$ cat src/rtl/prs_pkg.sv
// rtl/prs_pkg.sv - shared constants for the process ready selector
package prs_pkg;

    // Control bit positions in data_in[7:0] of a write
    localparam int PRS_MASK_LO = 0;
    localparam int PRS_MASK_HI = 1;
    localparam int PRS_CLAIM   = 2;
    localparam int PRS_PTR_RST = 3;

    // Field positions in the read word
    localparam int PRS_VLD_BIT = 31;
    localparam int PRS_CNT_LSB = 8;
    localparam int PRS_ID_LSB  = 0;

    localparam int NPROC_MAX = 32;

endpackage

$ cat src/rtl/rr_find_first.sv
// rtl/rr_find_first.sv - round-robin find-first-set starting at ptr
// Ports:
//   req  in  NPROC  request vector (already masked)
//   ptr  in  IDW    index where the scan starts, wrapping at NPROC
//   sel  out IDW    index of the first set bit at or after ptr
//   vld  out 1      any bit of req set
module rr_find_first #(
    parameter int NPROC = 32,
    localparam int IDW  = $clog2(NPROC)
) (
    input  logic [NPROC-1:0] req,
    input  logic [IDW-1:0]   ptr,
    output logic [IDW-1:0]   sel,
    output logic             vld
);

    logic [NPROC-1:0] rot;
    logic [IDW-1:0]   k;

    // Rotate right by ptr so the scan always starts at bit 0; the doubled
    // vector supplies the wrapped-around bits.
    assign rot = NPROC'({req, req} >> ptr);

    // Scan high to low so the lowest set bit is the one that sticks.
    always_comb begin
        k = '0;
        for (int i = NPROC - 1; i >= 0; i--) begin
            if (rot[i]) begin
                k = IDW'(i);
            end
        end
    end

    // Un-rotate; NPROC is a power of two so the IDW-bit add wraps correctly.
    assign sel = ptr + k;
    assign vld = |req;

endmodule

$ cat src/rtl/proc_ready_sel.sv
// rtl/proc_ready_sel.sv - masked round-robin pick over process ready bits
// Optional feature macro: PROC_READY_SEL_IRQ_EN (scheduler interrupt flop).
// Ports:
//   clk       in  1      system clock
//   rst       in  1      asynchronous reset, active low
//   stb       in  1      IO strobe, one cycle per access
//   we        in  1      1 = write, 0 = read
//   data_in   in  32     write word: [7:0] ctrl, [31:16] data
//   data_out  out 32     read word {valid, count, id}, 0 when not reading
//   ack       out 1      equals stb
//   proc_rdy  in  NPROC  level ready bits from process timers
//   irq       out 1      scheduler attention (0 unless the macro is defined)
module proc_ready_sel
    import prs_pkg::*;
#(
    parameter int NPROC = 32,
    localparam int IDW  = $clog2(NPROC)
) (
    input  logic             clk,
    input  logic             rst,
    input  logic             stb,
    input  logic             we,
    input  logic [31:0]      data_in,
    output logic [31:0]      data_out,
    output logic             ack,
    input  logic [NPROC-1:0] proc_rdy,
    output logic             irq
);

    logic [NPROC-1:0] mask, mask_n;
    logic [IDW-1:0]   ptr, ptr_n;
    logic [IDW-1:0]   sel_q;
    logic             vld_q;
    logic [5:0]       cnt_q;

    logic             wr;
    logic             wr_claim;
    logic [NPROC-1:0] req;
    logic [IDW-1:0]   sel;
    logic             vld;
    logic [5:0]       cnt;
    logic [31:0]      rd_word;
    logic             unused_ctrl;

    assign wr       = stb & we;
    assign wr_claim = wr & data_in[PRS_CLAIM];
    assign ack      = stb;
    assign req      = proc_rdy & mask;

    // Upper ctrl bits carry nothing.
    assign unused_ctrl = ^data_in[15:4];

    rr_find_first #(.NPROC(NPROC)) u_find (
        .req (req),
        .ptr (ptr),
        .sel (sel),
        .vld (vld)
    );

    always_comb begin
        cnt = '0;
        for (int i = 0; i < NPROC; i++) begin
            cnt = cnt + 6'(req[i]);
        end
    end

    // Mask bit i is loaded from data_in[16 + i%16]; the lo/hi ctrl bit
    // decides which half takes the write.
    always_comb begin
        mask_n = mask;
        for (int i = 0; i < NPROC; i++) begin
            if ((i < 16 && wr && data_in[PRS_MASK_LO]) ||
                (i >= 16 && wr && data_in[PRS_MASK_HI])) begin
                mask_n[i] = data_in[16 + (i % 16)];
            end
        end
    end

    always_comb begin
        ptr_n = ptr;
        if (wr && data_in[PRS_PTR_RST]) begin
            ptr_n = '0;
        end else if (wr_claim && vld_q) begin
            ptr_n = sel_q + IDW'(1);
        end
    end

    always_ff @(posedge clk or negedge rst) begin
        if (!rst) begin
            mask  <= '1;
            ptr   <= '0;
            sel_q <= '0;
            vld_q <= 1'b0;
            cnt_q <= '0;
        end else begin
            mask  <= mask_n;
            ptr   <= ptr_n;
            cnt_q <= cnt;
            // A claim hides the pick for one cycle while the scheduler
            // clears the timer, so the old winner is not read twice.
            vld_q <= vld & ~wr_claim;
            if (vld) begin
                sel_q <= sel;
            end
        end
    end

`ifdef PROC_READY_SEL_IRQ_EN
    logic irq_q;
    logic irq_ack_pending;

    // Pending is set by a claim and cleared once vld_q has dropped, so irq
    // re-arms only on a fresh rise of vld_q after the claim.
    always_ff @(posedge clk or negedge rst) begin
        if (!rst) begin
            irq_q           <= 1'b0;
            irq_ack_pending <= 1'b0;
        end else begin
            if (wr_claim) begin
                irq_ack_pending <= 1'b1;
                irq_q           <= 1'b0;
            end else begin
                if (!vld_q) begin
                    irq_ack_pending <= 1'b0;
                end
                irq_q <= vld_q & ~irq_ack_pending;
            end
        end
    end

    assign irq = irq_q;
`else
    assign irq = 1'b0;
`endif

    always_comb begin
        rd_word                      = '0;
        rd_word[PRS_VLD_BIT]         = vld_q;
        rd_word[PRS_CNT_LSB +: 6]    = cnt_q;
        rd_word[PRS_ID_LSB +: 5]     = 5'(sel_q);
    end

    assign data_out = (stb && !we) ? rd_word : 32'h0;

endmodule

$ cat config.mk
export PLATFORM = sky130hd
export DESIGN_NAME = proc_ready_sel
export DESIGN_NICKNAME = d
export VERILOG_FILES = /design/src/rtl/prs_pkg.sv /design/src/rtl/rr_find_first.sv /design/src/rtl/proc_ready_sel.sv
export SDC_FILE = /design/constraint.sdc
export NUM_CORES = 1
export LEC_CHECK = 0
export CORE_MARGIN = 2
export CORE_UTILIZATION = 45
export CTS_CLUSTER_SIZE = 14
export DETAILED_ROUTE_END_ITERATION = 8
export PLACE_DENSITY = 0.8
export SYNTH_ARGS = -nofsm -noshare
export SYNTH_HDL_FRONTEND = slang
export SYNTH_SLANG_ARGS = --single-unit
$ cat constraint.sdc
create_clock -name clk -period 8.15 [get_ports clk]
set_clock_uncertainty 0.1 [all_clocks]
set_input_delay 1.2225 -clock clk [delete_from_list [all_inputs] [get_ports clk]]
set_output_delay 1.2225 -clock clk [all_outputs]
set_load 0.02 [all_outputs]
==> run metrics <==
DR iter-0 viols=838; Cell Area, Placed=7493 µm²; Final Wtd Congestion=1.026; Worst Tran Pin Value=953.9 ps; Synth cell types=86; critical path peak fanout=6; Int Power=1.377 mW; Starting Density=45.82%; die area=16,430 µm²; WL final=19,930 µm; # placed instances=902; FMAX=0.1607 GHz; startpoint types=primary input; kind of critical path=primary input to flip-flop; Ports=102; Lkg Pwr=3.139 nW; post-CTS setup buffers=0; vias per cell=6.568; Core Area=15,150 µm²; Congestion Overflow GR=0; die width=128.2 µm; outcome=finished clean; Fin Hold WS=430.1 ps; first-pass GRT wire length=31,460 µm; Via Count=5,977; Seq pwr share=15.6%; port bufs=68; Clock Power Share=8.2%; Final TNS setup=0 ps; Post-synth EDFFs=0; total track usage=24.89%; Final Non-Filler Cells=910; Slew HR=36.33%; Post-Synthesis Cell Area=6940 µm²; CTS tree=done; Seq/Total Area, Yosys=18.24%; P per Cell Area=345.4 nW/µm²; crit share post-route=76.33%; Psw=1.264 mW; max-slew violations=0; Core Rows=45; yosys warns=0; Routed Antenna Nets=0; Resize count post-CTS=0; largest net degree at the start of global routing=50; vias in the first global route=5,873; initial antenna violation count=0; Clock Path Buffers=2; max-cap viol count=0; Synth Register Bits=49; Synth async-reset ratio=100.0%; ys flop type=dfstp_2; CP required=8230 ps; CTS clock-pin slew for the worst setup and hold paths=70 ps; combinational power share=76.1%; RSZ-0062 raised after global routing=false; worst vdd ir=0.0002500 V; Hold WC Path Type=flip-flop to flip-flop; area grow syn2layout=10.19%; Crit. End Element=flip-flop; layout cells sized above 1=21.88%; Syn Area/Cell=10.25 µm²; Gate Count Post-Synth=677; Final Setup Violations=0; post-layout net count=827; worst skew pair latency=300 ps; fill count=1,337; Post-DP HPWL=15,850 µm; Root Driver=clkbuf_16; Fin. Hold Viols=0; chip height=128.2 µm; Avg WL per Cell=21.90 µm; CTS Sinks=49; Switching Share=47.87%; worst path arrival time=6300 ps; post-route cell area=7647 µm²; H-tree depth=2; min cycle time layout=6221 ps; Antenna Cells=0; DRC=0; 1st-pass router iterations=6; Hold Buf Count CTS=0; CTS buffer count=5
-- cell families (layout without fill, tap and decap cells) --
| group | Yosys count | after routing | share of synthesized area (%) |
|---|---|---|---|
| XOR/XNOR | 10 | 10 | 1.262 |
| other | 1 | 21 | 0.05403 |
| multiplexers | 129 | 129 | 29.49 |
| AO/OA/AOI/OAI | 99 | 99 | 10.40 |
| adder cells (fa/ha/maj) | 38 | 38 | 9.555 |
| AND/OR/NAND/NOR | 227 | 227 | 20.30 |
| buffers and inverters | 124 | 149 | 10.69 |
| flip-flops | 49 | 49 | 18.24 |
-- final cells by class --
type | count | area, µm² | share of cell area, %
multi-input combinational | 524 | 5007 | 65.48
sequential | 49 | 1269 | 16.59
timing repair buffer | 76 | 735.7 | 9.620
inverter | 65 | 246.5 | 3.223
tap | 188 | 235.2 | 3.076
clock buffer | 5 | 125.1 | 1.636
clock inverter | 3 | 28.78 | 0.3763
-- flip-flops by register name, indices dropped and copies added, names as in the netlist --
signal / cells
ptr: 5
vld_q: 1
cnt_q: 6
mask: 32
sel_q: 5
-- cell usage after synthesis, types with 5 or more instances --
cell type	n	area [µm²]
nand4bb_1	6	67.56
o21ai_0	13	65.06
and4_1	8	70.07
inv_1	61	229.0
a22o_1	6	52.55
nor3_1	9	45.04
mux4_2	48	1081
and2_1	21	131.4
clkbuf_1	8	30.03
clkbuf_8	6	82.58
a22oi_1	8	60.06
buf_6	10	112.6
dfstp_2	32	840.8
nand4b_1	24	210.2
fa_1	25	500.5
nand2_1	50	187.7
o22ai_1	8	50.05
mux2i_1	32	320.3
nand3_1	11	55.05
a31oi_1	6	37.54
nand4_1	27	168.9
mux4_1	6	157.7
xnor2_1	7	61.31
dfrtp_1	17	425.4
a21o_1	6	45.04
nor2_1	35	131.4
mux2_2	42	473.0
ha_1	13	162.7
or4bb_1	5	56.30
a21oi_1	14	70.07
buf_4	24	180.2
-- through the flow --
stage | setup slack (ps) | utilization, % | power [mW]
2_1_floorplan | 2382 | - | 2.018
3_3_place_gp | 1661 | 49.48 | 2.363
3_5_place_dp | 1632 | 49.48 | 2.412
4_1_cts | 1940 | 50.49 | 2.643
5_1_grt | 1681 | 50.49 | 2.916
6_report | 1929 | 50.49 | 2.642
-- metal layers --
layer,vias to the layer above,track usage (%),share of wire (%)
li1,2627,-,-
met1,2881,32.89,39
met2,406,40.27,47
met3,63,5.217,10
met4,0,9.567,4.0
met5,-,0,0
-- critical path, stage by stage --
cell	delay [ps]
clkdlybuf4s50_1	390
nand2_1	230
clkinv_1	190
fa_1	530
inv_1	70
fa_1	530
inv_1	60
fa_1	520
inv_1	50
fa_1	480
fa_1	520
fa_1	470
inv_1	60
ha_1	160
inv_1	50
fa_1	390
inv_1	70
a21o_1	110
a21oi_1	70
xnor2_1	120
-- worst paths after layout --
check | endpoint | startpoint | slack (ps) | cells after the start
worst max-delay path | cnt_q[4]$_DFF_PN0_ | proc_rdy[17] | 1930 | 20
worst min-delay path | ptr[0]$_DFFE_PN0P_ | sel_q[0]$_DFFE_PN0P_ | 430 | 1
worst max register to register | sel_q[4]$_DFFE_PN0P_ | ptr[0]$_DFFE_PN0P_ | 2610 | 18
worst min register to register | ptr[0]$_DFFE_PN0P_ | sel_q[0]$_DFFE_PN0P_ | 430 | 1
max in group asynchronous | ptr[0]$_DFFE_PN0P_ | rst | 6600 | 2
min in group asynchronous | cnt_q[5]$_DFF_PN0_ | rst | 910 | 2
-- cell usage in the layout, fill, tap and decap left out, types with 7 or more instances in the layout --
cell type	count
a22oi_1	8
dfrtp_1	15
nand2_1	50
mux2i_1	32
mux4_2	48
a21oi_1	14
o22ai_1	8
and4_1	8
clkdlybuf4s50_1	67
o21ai_0	13
inv_1	61
nor3_1	9
conb_1	21
nand4b_1	24
nor2_1	35
dfstp_2	32
nand4_1	27
xnor2_1	7
ha_1	13
fa_1	25
and2_1	21
mux2_2	42
buf_4	8
nand3_1	11
-- power by group through the flow --
| stage | Clock (mW) | Sequential [mW] | Combinational (mW) |
|---|---|---|---|
| floorplan | 0 | 0.384 | 1.63 |
| global placement | 0 | 0.413 | 1.95 |
| detailed placement | 0 | 0.417 | 2.00 |
| CTS | 0.222 | 0.413 | 2.01 |
| global route | 0.236 | 0.424 | 2.26 |
| finish | 0.217 | 0.413 | 2.01 |
No activity file was read; power rests on OpenSTA's default activity.
